`config.mk`:
```
export PLATFORM = sky130hd
export DESIGN_NAME = iter_alu
export DESIGN_NICKNAME = d
export VERILOG_FILES = /design/src/rtl/alu_pkg.sv /design/src/rtl/iter_alu_mul_step.sv /design/src/rtl/iter_alu.sv
export SDC_FILE = /design/constraint.sdc
export NUM_CORES = 1
export LEC_CHECK = 0
export ABC_AREA = 1
export CAP_MARGIN = 20
export CORE_ASPECT_RATIO = 1.1
export CORE_MARGIN = 2
export CORE_UTILIZATION = 39
export CTS_BUF_LIST = sky130_fd_sc_hd__clkbuf_4 sky130_fd_sc_hd__clkbuf_8 sky130_fd_sc_hd__clkbuf_16
export DETAILED_ROUTE_END_ITERATION = 8
export DONT_BUFFER_PORTS = 1
export PLACE_DENSITY = 0.62
export SYNTH_ARGS = -nofsm -noshare
export SYNTH_HDL_FRONTEND = slang
export SYNTH_SLANG_ARGS = --single-unit
```
`constraint.sdc`:
```
create_clock -name clk -period 2.2 [get_ports clk]
set_input_delay 0.22 -clock clk [delete_from_list [all_inputs] [get_ports clk]]
set_output_delay 0.22 -clock clk [all_outputs]
set_load 0.01 [all_outputs]
```
`src/rtl/alu_pkg.sv`:
```
// -----------------------------------------------------------------------------
// alu_pkg
//   Shared types for the iterative TinyRV1 execute-stage ALU.
//   alu_op_t         : 2-bit operation select (ADD, EQ, SUB, MUL)
//   iter_alu_state_t : control FSM states (IDLE, CALC, DONE)
// -----------------------------------------------------------------------------
package alu_pkg;

  typedef enum logic [1:0] {
    ALU_ADD = 2'd0,
    ALU_EQ  = 2'd1,
    ALU_SUB = 2'd2,
    ALU_MUL = 2'd3
  } alu_op_t;

  typedef enum logic [1:0] {
    IDLE = 2'd0,
    CALC = 2'd1,
    DONE = 2'd2
  } iter_alu_state_t;

endpackage

```
`src/rtl/iter_alu_mul_step.sv`:
```
// -----------------------------------------------------------------------------
// iter_alu_mul_step
//   One combinational step of the shift-add multiplier.
//   Ports:
//     acc_i, a_i, b_i : current accumulator, shifted multiplicand, shifted multiplier
//     acc_o, a_o, b_o : values after this step (add if b[0], then a<<1, b>>1)
// -----------------------------------------------------------------------------
module iter_alu_mul_step #(
  parameter int nbits = 32
) (
  input  logic [nbits-1:0] acc_i,
  input  logic [nbits-1:0] a_i,
  input  logic [nbits-1:0] b_i,
  output logic [nbits-1:0] acc_o,
  output logic [nbits-1:0] a_o,
  output logic [nbits-1:0] b_o
);

  // Conditional add of the multiplicand, then advance both shift registers.
  always_comb begin
    acc_o = b_i[0] ? (acc_i + a_i) : acc_i;
    a_o   = a_i << 1;
    b_o   = b_i >> 1;
  end

endmodule

```
`src/rtl/iter_alu.sv`:
```
// -----------------------------------------------------------------------------
// iter_alu
//   Multi-cycle ALU with val/rdy handshakes on both request and result side.
//   ADD/EQ/SUB complete in one cycle; MUL iterates a shift-add step in CALC.
//   Ports:
//     clk, rst_n      : clock, asynchronous active-low reset
//     in_val, in_rdy  : request handshake (accepted only in IDLE)
//     op, in0, in1    : operation and operands
//     out_val, out_rdy: result handshake (result held in DONE until taken)
//     out             : result, modulo 2^nbits
//   Build option:
//     ITER_ALU_MUL_EARLY_EXIT_EN : leave CALC as soon as the remaining
//     multiplier bits are all zero. Results are unchanged, only latency.
// -----------------------------------------------------------------------------
module iter_alu
  import alu_pkg::*;
#(
  parameter int nbits = 32
) (
  input  logic             clk,
  input  logic             rst_n,
  input  logic             in_val,
  output logic             in_rdy,
  input  logic [1:0]       op,
  input  logic [nbits-1:0] in0,
  input  logic [nbits-1:0] in1,
  output logic             out_val,
  input  logic             out_rdy,
  output logic [nbits-1:0] out
);

  localparam int CW = $clog2(nbits + 1);
  localparam logic [CW-1:0] CntInit = CW'(nbits);
  localparam logic [CW-1:0] CntOne  = CW'(1);

  iter_alu_state_t state_q, state_d;
  logic [nbits-1:0] acc_q, acc_d;
  logic [nbits-1:0] a_q, a_d;
  logic [nbits-1:0] b_q, b_d;
  logic [CW-1:0]    cnt_q, cnt_d;
  logic [nbits-1:0] out_q, out_d;

  alu_op_t          opSel;
  logic             isSub;
  logic [nbits-1:0] addB;
  logic [nbits-1:0] addSum;
  logic             eqBit;
  logic [nbits-1:0] singleRes;
  logic [nbits-1:0] accNext, aNext, bNext;
  logic             mulFinish;

  assign opSel = alu_op_t'(op);

  // Single shared adder: SUB is formed as in0 + ~in1 + 1.
  always_comb begin
    isSub  = (opSel == ALU_SUB);
    addB   = isSub ? ~in1 : in1;
    addSum = in0 + addB + {{(nbits-1){1'b0}}, isSub};
    eqBit  = (in0 == in1);
  end

  // Result of the single-cycle operations, registered on acceptance.
  always_comb begin
    singleRes = addSum;
    if (opSel == ALU_EQ) begin
      singleRes = {{(nbits-1){1'b0}}, eqBit};
    end
  end

  iter_alu_mul_step #(.nbits(nbits)) uMulStep (
    .acc_i (acc_q),
    .a_i   (a_q),
    .b_i   (b_q),
    .acc_o (accNext),
    .a_o   (aNext),
    .b_o   (bNext)
  );

  // CALC ends on the last counted step, or early once no multiplier bits remain.
  always_comb begin
`ifdef ITER_ALU_MUL_EARLY_EXIT_EN
    mulFinish = (cnt_q == CntOne) || (bNext == '0);
`else
    mulFinish = (cnt_q == CntOne);
`endif
  end

  // Next-state and handshake outputs; all defaults hold current state.
  always_comb begin
    state_d = state_q;
    acc_d   = acc_q;
    a_d     = a_q;
    b_d     = b_q;
    cnt_d   = cnt_q;
    out_d   = out_q;
    in_rdy  = 1'b0;
    out_val = 1'b0;
    unique case (state_q)
      IDLE: begin
        in_rdy = 1'b1;
        if (in_val) begin
          if (opSel == ALU_MUL) begin
            acc_d   = '0;
            a_d     = in0;
            b_d     = in1;
            cnt_d   = CntInit;
            state_d = CALC;
          end else begin
            out_d   = singleRes;
            state_d = DONE;
          end
        end
      end
      CALC: begin
        acc_d = accNext;
        a_d   = aNext;
        b_d   = bNext;
        cnt_d = cnt_q - CntOne;
        if (mulFinish) begin
          out_d   = accNext;
          state_d = DONE;
        end
      end
      DONE: begin
        out_val = 1'b1;
        if (out_rdy) begin
          state_d = IDLE;
        end
      end
      default: begin
        state_d = IDLE;
      end
    endcase
  end

  // State registers; reset discards any in-flight operation.
  always_ff @(posedge clk or negedge rst_n) begin
    if (!rst_n) begin
      state_q <= IDLE;
      acc_q   <= '0;
      a_q     <= '0;
      b_q     <= '0;
      cnt_q   <= '0;
      out_q   <= '0;
    end else begin
      state_q <= state_d;
      acc_q   <= acc_d;
      a_q     <= a_d;
      b_q     <= b_d;
      cnt_q   <= cnt_d;
      out_q   <= out_d;
    end
  end

  assign out = out_q;

endmodule

```
==> results by group, run 1 <==
Status
  – Status: complete, but fails checks
  – Failing checks: negative hold slack

Die
  – Die Area: 30550 µm²
  – Die X: 166.8 µm
  – Core box area: 28710 µm²
  – Initial Util: 39.63%
  – Die H: 183.1 µm
  – Ports: 104
  – Row cnt: 65

Timing
  – Final Slew Violations: 0
  – Hold slack: -0.5241 ns
  – Final setup viols: 0
  – Final Hold Viols: 136
  – Period utilization: 98.75%
  – Setup_tns: 0 ns
  – Final setup skew: 0.01088 ns
  – RSZ-0062 raised after global routing: true
  – Achievable Freq: 460.3 MHz
  – Slew HR: 60.80%
  – Crit path time final: 2.172 ns
  – Slew at the pin closest to its max-slew limit: 0.5844 ns

Clock tree
  – CTS Buffer Depth: 2
  – H-tree levels: 4
  – TritonCTS clock tree: built
  – Clock Root Buffer: clkbuf_16
  – Clk_lat worst skew: 0.43 ns
  – Hold-fix buffers, CTS: 61
  – Clock sinks: 136
  – Clk slew on worst S/H paths: 0.06 ns
  – Clock buffer count from CTS: 17

Worst setup path
  – Critical Path Max Stage Delay: 0.38 ns
  – RR Startpoint: acc_q[0]$_DFFE_PN0P_
  – CP endpoint: out[26]$_DFFE_PN0P_
  – CP Cell Sequence: ha_2, fa_2, nand2_2, nand2_1, nand3b_1, nand2_2, nand2_2, nand2_4, nand2_2, nand2_1, nand2_1, nand3_1, nand2_2, nand2_1, nand2_1, nand2_1
  – CP Launch Point: acc_q[0]$_DFFE_PN0P_
  – Worst path most repeated cell: nand2_1
  – CP Launch Type: flop
  – Crit end category: flop
  – Reg2reg end: out[26]$_DFFE_PN0P_
  – Worst Path Arrival: 2.49 ns
  – Critical-path top delay cell: dfrtp_1
  – Crit path max fanout: 3
  – Critical Path RT: 2.52 ns
  – Reg2reg path depth: 16
  – FF-to-FF setup slack: 0.03 ns
  – Setup CP Type: reg -> reg

GRT
  – Global-route wire length before repair: 62.54 mm
  – Global route overflow: 0
  – Largest net degree at the start of global routing: 137
  – Number of global-route vias before repair: 11660
  – Initial antenna violation count: 0
  – Gr usage total: 26.18%

Synth
  – Register bit count reported by yosys: 136
  – Synthesized area: 11380 µm²
  – Syn Inst Count: 1734
  – Commonest cells post-synth: 544 x nand2_1, 237 x inv_1, 153 x nor2_1, 136 x dfrtp_1, 122 x o21ai_0
  – Area contributors post-synth: dfrtp_1 30%, nand2_1 18%, inv_1 7.8%
  – Post-synth top flop: dfrtp_1
  – Cell accounting for the most synthesized area: dfrtp_1
  – Yosys warns: 0
  – Count of different cell masters after synthesis: 46
  – Synth top area share: 29.92%
  – Post-synth ARST share: 100.0%
  – Sequential share of the synthesized area: 29.92%
  – Post-synth EDFFs: 0
  – Syn nets: 1876
  – Syn avg cell area: 6.561 µm²
  – Top-count cell post-synth: nand2_1

Drt
  – Final ANT Viol Nets: 0
  – Drt drc: 0
  – Starting DRC count in detailed routing: 727
  – First-pass DRT Iterations: 5
  – DR WL/cell: 17.32 µm
  – Vias post-DR: 11830
  – Drt via density: 5.167
  – Final Routed Wirelength: 39.66 mm

Hold path
  – Hold WC Path Type: in -> async

Layout
  – Area occupied by multi-input gates: 7388 µm²
  – Fillers: 2869
  – Finished Core Util: 51.03%
  – Diodes inserted: 0
  – Share of cells above drive strength 1: 18.11%
  – Layout area overhead: 28.78%
  – Sequential cell area: 3406 µm²
  – Nets: 2052

Pwr
  – Total power: 19.18 mW
  – Peak supply drop: 0.6622 mV
  – Leakage: 7.281 nW
  – Power Dens Cells: 1309 nW/µm²

Placement
  – Routability Congestion: 0.9142
  – Port Buffers: 0
  – HPWL Detailed: 31.01 mm

Flow run
  – # Max-Cap Violations: 0
## state kept, by name, indices dropped and copies added, names as in the netlist
| register | flops |
|---|---|
| a_q | 32 |
| acc_q | 32 |
| out | 32 |
| cnt_q | 6 |
| b_q | 32 |
| state_q | 2 |
## worst min path at each step
stage                         endpoint  slack (ns)
floorplan           a_q[0]$_DFFE_PN0P_       -0.08
global placement    b_q[5]$_DFFE_PN0P_       -0.07
detailed placement  b_q[5]$_DFFE_PN0P_       -0.07
CTS                 b_q[5]$_DFFE_PN0P_       -0.54
global route        b_q[3]$_DFFE_PN0P_       -0.54
finish              b_q[5]$_DFFE_PN0P_       -0.52
## critical path, delay by kind of cell (launching register included)
family	cells	cell delay, ns
simple gates	14	1.14
fa+ha+maj	2	0.55
flops	1	0.38
## timing repair
action	CTS	global route
setup buffers	2	9
endpoints found under the hold margin	197	136
pin swaps	11	30
endpoints found under the setup margin	29	45
gates resized for setup	26	132
## per-layer routing
metal / wire [µm] / GRT usage (%) / up-vias
li1: - / - / 5944
met1: 17440 / 33.17 / 5519
met2: 18660 / 44.40 / 295
met3: 1736 / 3.604 / 74
met4: 1821 / 11.97 / 0
met5: 0 / 0 / -
## report_power, final
group | internal [mW] | switching [mW]
sequential | 3.69 | 1.19
combinational | 4.37 | 6.67
clock | 2.08 | 1.17
total | 10.1 | 9.04
## placed cells by master, fill, tap and decap left out, types with 6 or more instances in the layout
cell type      synthesis  layout
o21ai_2                2       6
inv_1                237     236
o21ai_0              122     109
ha_1                  70      48
nand3_2                2       7
o21ai_1                9      18
nand3_1               84      79
clkbuf_16              0      17
xor2_1                30      27
nor2_2                 6      19
dfrtp_1              136     134
buf_12                 0       7
nor2_1               153     135
a21oi_2                3      14
a21oi_1               77      64
nor3_1                11      10
ha_2                   0       7
a31oi_1               10      10
nand4_1               13      13
nand2_2               15      61
o211ai_1              68      68
dlygate4sd3_1          0      61
buf_4                  2     137
o22ai_1                7       7
inv_2                  7       7
nand2_4                1       8
nand2_1              544     491
ha_4                   0      15
xnor2_1               27      26
## final cells by class
cell class | instances | area share (%)
clock buffer | 20 | 3.143
clock inverter | 11 | 1.324
inverter | 246 | 6.337
multi-input combinational | 1301 | 50.43
sequential | 136 | 23.25
tap | 368 | 3.143
timing repair buffer | 208 | 12.38
## metrics by stage
stage          std cells  hold slack (ns)  area (µm²)  setup WS (ns)
6_report            2290          -0.5241       14650        0.02754
5_1_grt             2290          -0.5414       14650        -0.1571
4_1_cts             2281          -0.5368       14070       0.002800
3_5_place_dp        2187         -0.07316       12700        -0.3082
3_3_place_gp        2187         -0.07261       12700        -0.3271
2_1_floorplan       1734         -0.07559       11380        0.01102
## cell families (layout without fill, tap and decap cells)
kind of cell | after synthesis | in the layout | share of synthesized area [%]
AOI/OAI and AO/OA | 318 | 318 | 16.39
adders and majority gates | 72 | 72 | 8.051
buffers and inverters | 297 | 485 | 10.27
and+or+nand+nor | 854 | 854 | 30.98
DFF | 136 | 136 | 29.92
xor gates and xnor gates | 57 | 57 | 4.388
Power figures use the tool's default switching activity.
==> run 2: changes to the inputs <==
Settings changed: GPL_ROUTABILITY_DRIVEN from default to 0.
==> results by group, run 2 (same netlist as run 1, synthesis figures left out) <==
GRT
  – Initial antenna violation count: 0 (unchanged)
  – Global-route wire length before repair: 60.93 mm (-2.6%)
  – Number of global-route vias before repair: 11690 (+0.23%)
  – Largest net degree at the start of global routing: 137 (unchanged)
  – Gr usage total: 25.31% (-0.87 points)
  – Global route overflow: 0 (unchanged)

Clock tree
  – Clock Root Buffer: clkbuf_16
  – H-tree levels: 4 (unchanged)
  – Hold-fix buffers, CTS: 61 (unchanged)
  – Clk_lat worst skew: 0.43 ns (about the same)
  – Clk slew on worst S/H paths: 0.06 ns (about the same)
  – CTS Buffer Depth: 2 (unchanged)
  – Clock sinks: 136 (unchanged)
  – Clock buffer count from CTS: 17 (unchanged)
  – TritonCTS clock tree: built

Die
  – Initial Util: 39.63% (unchanged)
  – Die Area: 30550 µm² (unchanged)
  – Core box area: 28710 µm² (unchanged)
  – Die H: 183.1 µm (unchanged)
  – Die X: 166.8 µm (unchanged)
  – Row cnt: 65 (unchanged)
  – Ports: 104 (unchanged)

Status
  – Failing checks: negative hold slack, negative setup slack
  – Status: complete, but fails checks

Timing
  – Setup_tns: -0.01744 ns (-0.01744 ns)
  – Period utilization: 100.8% (+2.0 points)
  – Hold slack: -0.5195 ns (+0.004647 ns)
  – Final setup skew: 0.01019 ns (-0.0006941 ns)
  – Final setup margin: -0.01744 ns (-0.04498 ns)
  – RSZ-0062 raised after global routing: true
  – Final Hold Viols: 136 (unchanged)
  – Achievable Freq: 451.0 MHz (-2.0%)
  – Slew at the pin closest to its max-slew limit: 0.5593 ns (-0.02512 ns)
  – Slew HR: 62.48% (+1.7 points)
  – Final setup viols: 1 (+1)
  – Crit path time final: 2.217 ns (+0.04498 ns)
  – Final Slew Violations: 0 (unchanged)

Layout
  – Final instance area: 14390 µm² (-1.8%)
  – Most common cell after layout, fill and taps aside: nand2_1
  – Share of cells above drive strength 1: 16.48% (-1.6 points)
  – Nets: 2047 (-0.24%)
  – Commonest cells after routing, fill and taps aside: 502 x nand2_1, 236 x inv_1, 145 x nor2_1
  – Diodes inserted: 0 (unchanged)
  – Finished Core Util: 50.13% (-0.90 points)
  – Layout area overhead: 26.52%

Drt
  – Starting DRC count in detailed routing: 885 (+22%)
  – Drt via density: 5.224 (+1.1%)
  – Drt drc: 0 (unchanged)
  – Vias post-DR: 11940 (+0.92%)
  – First-pass DRT Iterations: 6 (+1)
  – DR WL/cell: 17.01 µm (-1.7%)
  – Final ANT Viol Nets: 0 (unchanged)
  – Final Routed Wirelength: 38.90 mm (-1.9%)

Worst setup path
  – Critical-path top delay cell: dfrtp_1
  – Critical Path Max Stage Delay: 0.39 ns (about the same)
  – Crit path max fanout: 3 (unchanged)
  – Worst path most repeated cell: nand2_2
  – CP Launch Point: a_q[0]$_DFFE_PN0P_
  – Crit end category: flop
  – CP Cell Sequence: ha_2, fa_2, nand2_4, nand2_2, nand3b_1, nand2_2, nand2_2, nand2_4, nand2_2, nand2_1, nand2_1, nand3_2, nand2_2, nand2_2, nand2_1, nand2_1
  – Setup CP Type: reg -> reg
  – RR Startpoint: a_q[0]$_DFFE_PN0P_
  – CP Launch Type: flop
  – Worst Path Arrival: 2.54 ns (+0.05 ns)
  – Critical Path RT: 2.52 ns (about the same)

Pwr
  – Peak supply drop: 0.5333 mV (-19%)
  – Leakage: 7.207 nW (-1.0%)
  – Power Dens Cells: 1288 nW/µm² (-1.6%)

Placement
  – HPWL Detailed: 30.42 mm (-1.9%)
  – Placed Instance Area: 12700 µm² (about the same)
  – Port Buffers: 0 (unchanged)

Flow run
  – # Max-Cap Violations: 0 (unchanged)

Hold path
  – Hold WC Path Type: in -> async
-- run 2: layout make-up --
| cell class | instances | area, µm² |
|---|---|---|
| Clock buffer | 20 | 454.2 |
| Clock inverter | 12 | 150.1 |
| Fill cell | 2826 | 14320 |
| Inverter | 246 | 923.4 |
| Multi-Input combinational cell | 1301 | 7252 |
| Sequential cell | 136 | 3406 |
| Tap cell | 368 | 460.4 |
| Timing Repair Buffer | 203 | 1747 |
-- run 2: per-layer routing --
metal / vias up / GRT usage [%] / wire length, µm
met3: 102 / 4.640 / 2153
met1: 5552 / 30.25 / 16130
met5: - / 0 / 0
met4: 0 / 14.38 / 2235
met2: 375 / 42.90 / 18380
li1: 5912 / - / -
-- run 2: critical path: cells and delay by family (launching register included) --
family	cells	cell delay (ns)
simple gates	14	1.10
fa+ha+maj	2	0.60
flops	1	0.39
-- run 2: timing repair --
| action | CTS | global route |
|---|---|---|
| setup buffers | 0 | 3 |
| endpoints found under the setup margin | 23 | 38 |
| pin swaps | 5 | 35 |
| gates resized for setup | 18 | 97 |
| endpoints found under the hold margin | 197 | 136 |
-- run 2: metrics by stage --
| step | power (mW) | worst slack (ns) | cells |
|---|---|---|---|
| after floorplan | 11.07 | 0.01102 | 1734 |
| after global placement | 14.11 | -0.3274 | 2190 |
| after detailed placement | 14.28 | -0.4113 | 2190 |
| after CTS | 17.58 | 0.004160 | 2283 |
| after global routing | 20.07 | -0.1449 | 2286 |
| final | 18.54 | -0.01744 | 2286 |
-- run 2: final timing paths --
check,endpoint,slack (ns),cells past startpoint
hold reg to reg,cnt_q[5]$_DFFE_PN0P_,0.50,2
setup reg to reg,out[22]$_DFFE_PN0P_,-0.02,16
setup / recovery,out[22]$_DFFE_PN0P_,-0.02,16
hold / removal,b_q[7]$_DFFE_PN0P_,-0.52,0
min in group clk,b_q[0]$_DFFE_PN0P_,0.02,2
max in group asynchronous,a_q[26]$_DFFE_PN0P_,2.51,0
-- run 2: power by group --
| part | switching, mW | internal [mW] | leakage, nW |
|---|---|---|---|
| logic | 6.50 | 4.18 | 5.24 |
| clock network | 1.16 | 1.83 | 0.293 |
| registers | 1.18 | 3.69 | 1.68 |
